--- src/rtl/gtp_frame_tx.sv ---
// rtl/gtp_frame_tx.sv - store-and-forward framer: header, buffered payload, XOR trailer to the GTP TX FIFO
module gtp_frame_tx #(
    parameter int MAX_LEN = 16
) (
    input  logic        core_clk,
    input  logic        reset_n,
    input  logic [31:0] src_tdata,
    input  logic        src_tvalid,
    output logic        src_tready,
    input  logic        src_tlast,
    input  logic [7:0]  frame_type,
    input  logic        channel_up,
    output logic [31:0] core2gtp_tdata,
    output logic        core2gtp_tvalid,
    input  logic        core2gtp_tready,
    output logic        core2gtp_tlast,
    output logic [15:0] frames_sent,
    output logic        trunc_err,
    output logic        busy
);

    localparam int         AW       = $clog2(MAX_LEN);
    localparam logic [7:0] LAST_IDX = 8'(MAX_LEN - 1);

    typedef enum logic [2:0] {FILL, DRAIN, WAIT_LINK, HDR, DATA, TRL} state_t;

    state_t      r_state;
    state_t      w_next;
    logic [31:0] r_buf [MAX_LEN];
    logic [7:0]  r_cnt;
    logic [7:0]  r_rd;
    logic [31:0] r_acc;
    logic [7:0]  r_seq;
    logic [7:0]  r_type;
    logic [15:0] r_frames;
    logic        r_trunc;
    logic        r_started;
    logic        w_src_hs;
    logic        w_out_hs;
    logic        w_fill_full;
    logic [31:0] w_header;

    assign w_src_hs    = src_tvalid & src_tready;
    assign w_out_hs    = core2gtp_tvalid & core2gtp_tready;
    assign w_fill_full = (r_cnt == LAST_IDX) & ~src_tlast;
    // r_cnt equals the frame length once the frame-ending beat has been stored
    assign w_header    = {8'hA5, r_seq, r_type, r_cnt};
    assign frames_sent = r_frames;
    assign trunc_err   = r_trunc;

    always_ff @(posedge core_clk or negedge reset_n) begin
        if (!reset_n) r_state <= FILL;
        else          r_state <= w_next;
    end

    always_comb begin
        w_next = r_state;
        case (r_state)
            FILL: begin
                if (w_src_hs && w_fill_full)
                    w_next = DRAIN;
                else if (w_src_hs && src_tlast)
                    w_next = channel_up ? HDR : WAIT_LINK;
            end
            DRAIN:     if (w_src_hs && src_tlast) w_next = channel_up ? HDR : WAIT_LINK;
            WAIT_LINK: if (channel_up) w_next = HDR;
            HDR:       if (w_out_hs) w_next = DATA;
            DATA:      if (w_out_hs && (r_rd == r_cnt - 8'd1)) w_next = TRL;
            TRL:       if (w_out_hs) w_next = FILL;
            default:   w_next = FILL;
        endcase
    end

    always_comb begin
        src_tready      = 1'b0;
        core2gtp_tvalid = 1'b0;
        core2gtp_tlast  = 1'b0;
        core2gtp_tdata  = '0;
        busy            = 1'b1;
        case (r_state)
            FILL: begin
                src_tready = r_started;
                busy       = 1'b0;
            end
            DRAIN: src_tready = r_started;
            HDR: begin
                core2gtp_tvalid = 1'b1;
                core2gtp_tdata  = w_header;
            end
            DATA: begin
                core2gtp_tvalid = 1'b1;
                core2gtp_tdata  = r_buf[r_rd[AW-1:0]];
            end
            TRL: begin
                core2gtp_tvalid = 1'b1;
                core2gtp_tlast  = 1'b1;
                core2gtp_tdata  = r_acc ^ w_header;
            end
            default: ;
        endcase
    end

    // Payload storage carries no reset so it can map onto RAM
    always_ff @(posedge core_clk) begin
        if (r_state == FILL && w_src_hs)
            r_buf[r_cnt[AW-1:0]] <= src_tdata;
    end

    always_ff @(posedge core_clk or negedge reset_n) begin
        if (!reset_n) begin
            r_cnt     <= '0;
            r_rd      <= '0;
            r_acc     <= '0;
            r_seq     <= '0;
            r_type    <= '0;
            r_frames  <= '0;
            r_trunc   <= 1'b0;
            r_started <= 1'b0;
        end else begin
            r_started <= 1'b1;
            case (r_state)
                FILL: begin
                    if (w_src_hs) begin
                        r_cnt <= r_cnt + 8'd1;
                        r_acc <= r_acc ^ src_tdata;
                        if (r_cnt == 8'd0) r_type <= frame_type;
                        if (w_fill_full) r_trunc <= 1'b1;
                    end
                end
                HDR:  if (w_out_hs) r_rd <= '0;
                DATA: if (w_out_hs) r_rd <= r_rd + 8'd1;
                TRL: begin
                    if (w_out_hs) begin
                        r_seq    <= r_seq + 8'd1;
                        r_frames <= r_frames + 16'd1;
                        r_cnt    <= '0;
                        r_acc    <= '0;
                    end
                end
                default: ;
            endcase
        end
    end

endmodule

--- config.mk ---
export PLATFORM = sky130hd
export DESIGN_NAME = gtp_frame_tx
export DESIGN_NICKNAME = d
export VERILOG_FILES = /design/src/rtl/gtp_frame_tx.sv
export SDC_FILE = /design/constraint.sdc
export NUM_CORES = 1
export LEC_CHECK = 0
export ABC_AREA = 1
export BUFFER_PORTS_ARGS = -buffer_cell sky130_fd_sc_hd__buf_2
export CAP_MARGIN = 30
export CELL_PAD_IN_SITES_DETAIL_PLACEMENT = 0
export CELL_PAD_IN_SITES_GLOBAL_PLACEMENT = 1
export CORE_UTILIZATION = 45
export CTS_CLUSTER_DIAMETER = 120
export DETAILED_ROUTE_END_ITERATION = 10
export GPL_TIMING_DRIVEN = 0
export PLACE_DENSITY_LB_ADDON = 0.12
export SLEW_MARGIN = 20
export SYNTH_ARGS = -nofsm -noshare
export SYNTH_HDL_FRONTEND = slang
export SYNTH_SLANG_ARGS = --single-unit
--- constraint.sdc ---
create_clock -name core_clk -period 6.2 [get_ports core_clk]
set_input_delay 0 -clock core_clk [delete_from_list [all_inputs] [get_ports core_clk]]
set_output_delay 0 -clock core_clk [all_outputs]
set_load 0.01 [all_outputs]
-- Word-level counts from Yosys, hierarchy flattened
Memories as Yosys holds them, arrays and structs flattened.
Cells that the tools add are included.
- add/sub/neg operators: 5
- equality and inequality tests: 13
- multiplexer cells: 23
- bitwise logic cells: 6
- reduce and logical (&&, ||, !) cells: 16
- operators with widths (operator ; number):
    32-bit case mux with 3 select lines ; 1
    32-bit two-way mux ; 2
    32-bit case mux with 2 select lines ; 1
    32-bit bitwise XOR ; 2
    8-bit case mux with 2 select lines ; 2
    8-bit by 1-bit adder with 8-bit output, second input constant ; 3
    8-bit two-way mux ; 3
    3-bit two-way mux ; 6
    3-bit case mux with 6 select lines ; 1
    16-bit by 1-bit adder with 16-bit output, second input constant ; 1
    2-bit inequality test, second input constant ; 6
    3-bit AND reduction ; 4
    8-bit by 4-bit == test with 1-bit output, second input constant ; 1
    8-bit == test ; 1
    8-bit zero test ; 1
    8-bit by 1-bit subtractor with 8-bit output, second input constant ; 1
    1-bit two-way mux ; 7
    3-bit by 2-bit == test with 1-bit output, second input constant ; 2
    3-bit == test, second input constant ; 2
    1-bit logical AND ; 4
    4-bit AND reduction ; 1
    2-bit nonzero test ; 2
    1-bit bitwise AND ; 3
    3-bit by 1-bit == test with 1-bit output, second input constant ; 1
    other kinds (5) ; 5
- flip-flop bits (word level): 85
- memory bits (writable): 512
- output and inout port bits: 53
- memories: 1
- memories (memory ; depth ; bits a word ; read ports ; clocked after memory_dff ; write ports ; line ; RTL):
    r_buf ; 16 ; 32 ; 1 ; 0 ; 1 ; 29 ; logic [31:0] r_buf [MAX_LEN];

-- Logic depth before layout (Yosys ltp)
- depth after elaboration: 8
- gate-level depth with buffers: 14
- mapped depth without buffers: 13

-- Worst setup path before layout
OpenSTA, ideal clock, no wires.
- kind: register to register
- start: register r_state[1]
- end: memory r_buf[3][0] (enable)
- setup time: 0.461 ns
- arrival time: 3.073 ns
- required time: 5.739 ns
- slack: 2.666 ns
- stages on the path, launching flop included: 5
- period minus slack after synthesis: 3.534 ns
- cells stage by stage: dfrtp_1 -> nor2_1 -> and3_4 -> nand2_4 -> nor3_1
- cells in the longest elaborated chain, start to end: 7
- elaborated cells between the ends (all ways): 8
- ends and longest elaborated chain (item ; line ; RTL):
    start: declaration ; 27 ; state_t r_state;
    start signal: assignment ; 53 ; else r_state <= w_next;
    3-bit by 1-bit == test with 1-bit output or 3-bit zero test (tied branches) ; 80, 105 ;
    2-bit OR reduction (no line) ; - ;
    1-bit two-way mux ; 80 ; case (r_state)
    1-bit bitwise AND ; 43 ; assign w_src_hs = src_tvalid & src_tready;
    1-bit logical AND * ; 105 ; if (r_state == FILL && w_src_hs)
    1-bit two-way mux * ; 105 ;
    1-bit two-way mux (implied by the code) * ; 106 ; r_buf[r_cnt[AW-1:0]] <= src_tdata;
    end: declaration ; 29 ;
Mark *: on every way between the ends. The rest lies on a longest branch, timed or not.

-- Final worst setup path
- start: register r_rd[2]
- end: output core2gtp_tdata[8]
- cells in the longest elaborated chain, start to end: 2
- ends and longest elaborated chain (item ; line ; RTL):
    start: declaration ; 31 ; logic [7:0] r_rd;
    start signal: assignment ; 131 ; DATA: if (w_out_hs) r_rd <= r_rd + 8'd1;
    memory 16 x 32 bit ; - ;
    32-bit case mux with 3 select lines ; 80 ;
    end: declaration ; 13 ; output logic [31:0] core2gtp_tdata,
No other way between the ends.

==> metrics.md <==
| Metric | Value |
|---|---|
| Status | `complete, no violations` |
| Final Hold Slack | `approximately 0.14 ns` |
| Clk root buf | `clkbuf_16` |
| Critical path endpoint category | `primary output` |
| Diode count | `0` |
| First-pass GRT wire length | `114000 µm` |
| Syn. warnings | `0` |
| Clock Skews | `0.0109 ns` |
| Minimum clock period | `3.59 ns` |
| DRT Wirelength | `78300 µm` |
| Largest net degree at the start of global routing | `73` |
| Vias per Instance | `~5.8` |
| Post-CTS resize count | `0` |
| Vias in the first global route | `17003` |
| Worst slew pin tran | `about 0.96 ns` |
| # clock sinks | `slightly below 600` |
| Critical path type | `flop to primary output` |
| Row count | `85` |
| GPL Wtd Cong | `~0.84` |
| Number of placed I/O pins | `between 90 and 100` |
| Final instance area | `29200 µm²` |
| Worst-path cell chain | `clkbuf_1, nor2_1, clkbuf_1, nand2_1, nand3_1, nand2_1, nand2_1, buf_2` |
| Die width | `237 µm` |
| Total Routing Usage GR | `28.0%` |
| Max Root-Sink Buffers | `3` |
| Max cap viols | `0` |
| Crit path largest cell delay | `just under 0.8 ns` |
| Reg clk slew, reported paths | `roughly 0.060 ns` |
| Most frequent cell on the critical path | `nand2_1` |
| Tot Pwr | `13.0 mW` |
| Via count | `about 18000` |
| Die Y-Extent | `237 µm` |
| Iter 0 DRT Violations | `around 1800` |
| CORE AREA | `between 50000 and 60000 µm²` |
| Initial antenna violation count | `2` |
| Number of synthesized register bits | `597` |
| Initial Util | `roughly 46%` |
| RSZ-0062 raised after global routing | `no` |
| Post-Syn Nets | `about 2100` |
| DP HPWL | `roughly 54000 µm` |
| Share of cells above drive strength 1 | `12.6%` |
| Hold Fails Final Rpt | `0` |
| Worst EP required | `a little over 6 ns` |
| # DRC | `0` |
| Pwr dens | `~450 nW/µm²` |
| Prevailing post-synth register cell | `edfxtp_1` |
| Post-synth ARST share | `14.2%` |
| Syn_area_per_cell | `~12 µm²` |
| WP data arrival | `3.59 ns` |
| H-tree levels | `2` |
| Grt ovf | `0` |
| Die area | `56200 µm²` |
| Cells after Synth | `between 2000 and 2500` |
| Crit path max fanout | `10` |
| VDD IR-drop max | `roughly 280 µV` |
| Post-synth cell types | `47` |
| Sequential share of the synthesized area | `70.4%` |
| Post-CTS Hold Buffers | `between 40 and 50` |
| Layout Cells excl Fill | `3070` |
| F_max | `approximately 280 MHz` |
| Mapped Area | `about 25000 µm²` |
| Worst-Skew Late Latency | `0.63 ns` |
| CTS tree | `done` |
| Final period util | `between 50 and 60%` |
| Leak | `roughly 11 nW` |
| Most frequent cells in the layout | `edfxtp_1, nor2_1, o21ai_0` |
| Pre-antenna DRT Iters | `7` |
| EDFF count, synth | `512` |
| Total CTS buffers | `61` |
| CP max stage cell | `nor2_1` |
| Fin nets | `approximately 2400` |
| Setup violators final | `0` |
| CP Buf/Inv Count | `3` |
| DRT antenna net count | `0` |
| CP startpoint kind | `flop` |
| Top cell family by delay on the critical path | `simple AND/OR/NAND/NOR gates` |
| Setup Fix Bufs, Post-CTS | `0` |
| Most common cell after layout, fill and taps aside | `edfxtp_1` |
| Placed Area | `around 27000 µm²` |
| Filler cells | `approximately 4700` |
| Max-slew violations | `0` |
| P&R area growth vs syn | `17.3%` |
| Drt wl/cell | `roughly 25 µm` |
| HP Class | `primary input to flop` |
| IO buf count | `98` |
| Rel. slew slack | `a little over a third` |
| Placed cells | `~2900` |
## worst register-to-register path, delay by kind of cell, from the launching register on
| kind | cells | cell delay, ns |
|---|---|---|
| buf+inv | 1 | 0.24 |
| fa+ha+maj | 1 | 0.33 |
| mux | 1 | 0.36 |
| flops | 1 | 0.46 |
| simple gates | 3 | 1.12 |
## routing by layer
metal  vias to the layer above  routed length [µm]  part of all wire (%)  GRT usage [%]
li1                       8021                   -                     -              -
met1                      8780               33900                    43           39.5
met2                       735               36300                    46           44.9
met3                       129                5900                   7.5           4.23
met4                         2                2170                   2.8           8.36
met5                         -                  13                 0.017              0
## flip-flops by register name, indices dropped and copies added (netlist names)
signal       flops
frames_sent     16
r_buf          512
r_seq            8
r_cnt            8
r_state          3
trunc_err        1
r_acc           32
r_started        1
r_rd             8
r_type           8
## cell usage after synthesis, drive strengths merged (2+ instances only)
| library cell | number | area share, % |
|---|---|---|
| o22ai | 66 | 1.7 |
| clkbuf | 71 | 1.1 |
| inv | 59 | 0.90 |
| buf | 49 | 1.3 |
| nor2 | 358 | 5.6 |
| nand2 | 263 | 4.1 |
| nor3 | 30 | 0.66 |
| xnor2 | 16 | 0.56 |
| nand3 | 72 | 1.5 |
| a21oi | 42 | 0.85 |
| a22oi | 4 | 0.12 |
| o21ai | 315 | 6.3 |
| o221ai | 14 | 0.49 |
| xor2 | 23 | 0.81 |
| o31ai | 2 | 0.060 |
| ha | 7 | 0.35 |
| o211ai | 50 | 1.5 |
| and3 | 16 | 0.42 |
| edfxtp | 512 | 62 |
| nor4 | 2 | 0.076 |
| mux2 | 8 | 0.36 |
| nand4 | 8 | 0.23 |
| nor3b | 2 | 0.060 |
| clkinv | 4 | 0.060 |
| dfrtp | 85 | 8.6 |
| or2 | 3 | 0.076 |
| a32oi | 11 | 0.39 |
## power breakdown
group | total [mW] | switching [mW] | leakage (nW) | internal (mW)
Sequential | 4.87 | 0.206 | 5.66 | 4.67
Clock | 3.65 | 1.54 | 0.952 | 2.11
Combinational | 4.50 | 3.27 | 3.95 | 1.24
## stage by stage
step | util (%) | setup slack [ns] | TNS, ns
2_1_floorplan | - | 2.67 | 0
3_3_place_gp | 48.3 | -0.0490 | -2.28
3_5_place_dp | 49.3 | 3.26 | 0
4_1_cts | 53.8 | 2.57 | 0
5_1_grt | 53.8 | 2.46 | 0
6_report | 53.8 | 2.61 | 0
## cell type report
type / instances / area [µm²] / area share (%)
plain buffers: 120 / 588 / 2.02
flip-flops and latches: 597 / 17500 / 60.0
well taps: 696 / 871 / 2.99
clock inverters: 27 / 289 / 0.991
clock buffers: 82 / 1660 / 5.68
inverters: 63 / 239 / 0.820
repair buffers: 171 / 1380 / 4.73
multi-input cells: 1314 / 6630 / 22.8
## logic make-up (layout without fill, tap and decap cells)
kind of cell | after synthesis | count (layout) | synth area share [%]
buf+inv | 183 | 463 | 3.33
mux | 8 | 8 | 0.362
other cells | 1 | 1 | 0.0151
compound gates | 505 | 505 | 11.5
fa+ha+maj | 7 | 7 | 0.352
simple gates | 754 | 754 | 12.7
xor+xnor | 39 | 39 | 1.37
flops | 597 | 597 | 70.4
## worst paths after layout
kind                                            start               endpoint  slack [ns]  cells past startpoint
worst max-delay path              r_rd[2]$_DFFE_PN0P_      core2gtp_tdata[8]        2.61                      8
worst min-delay path                    frame_type[0]  r_type[0]$_DFFE_PN0P_        0.14                      3
worst max register to register   r_cnt[0]$_DFFE_PN0P_  r_type[3]$_DFFE_PN0P_        3.58                      6
worst min register to register  trunc_err$_DFFE_PN0P_  trunc_err$_DFFE_PN0P_        0.46                      1
max in group asynchronous                     reset_n   r_cnt[5]$_DFFE_PN0P_        4.78                      4
min in group asynchronous                     reset_n    r_rd[5]$_DFFE_PN0P_        0.46                      4
Note: power is estimated with default switching activity, not from simulation.
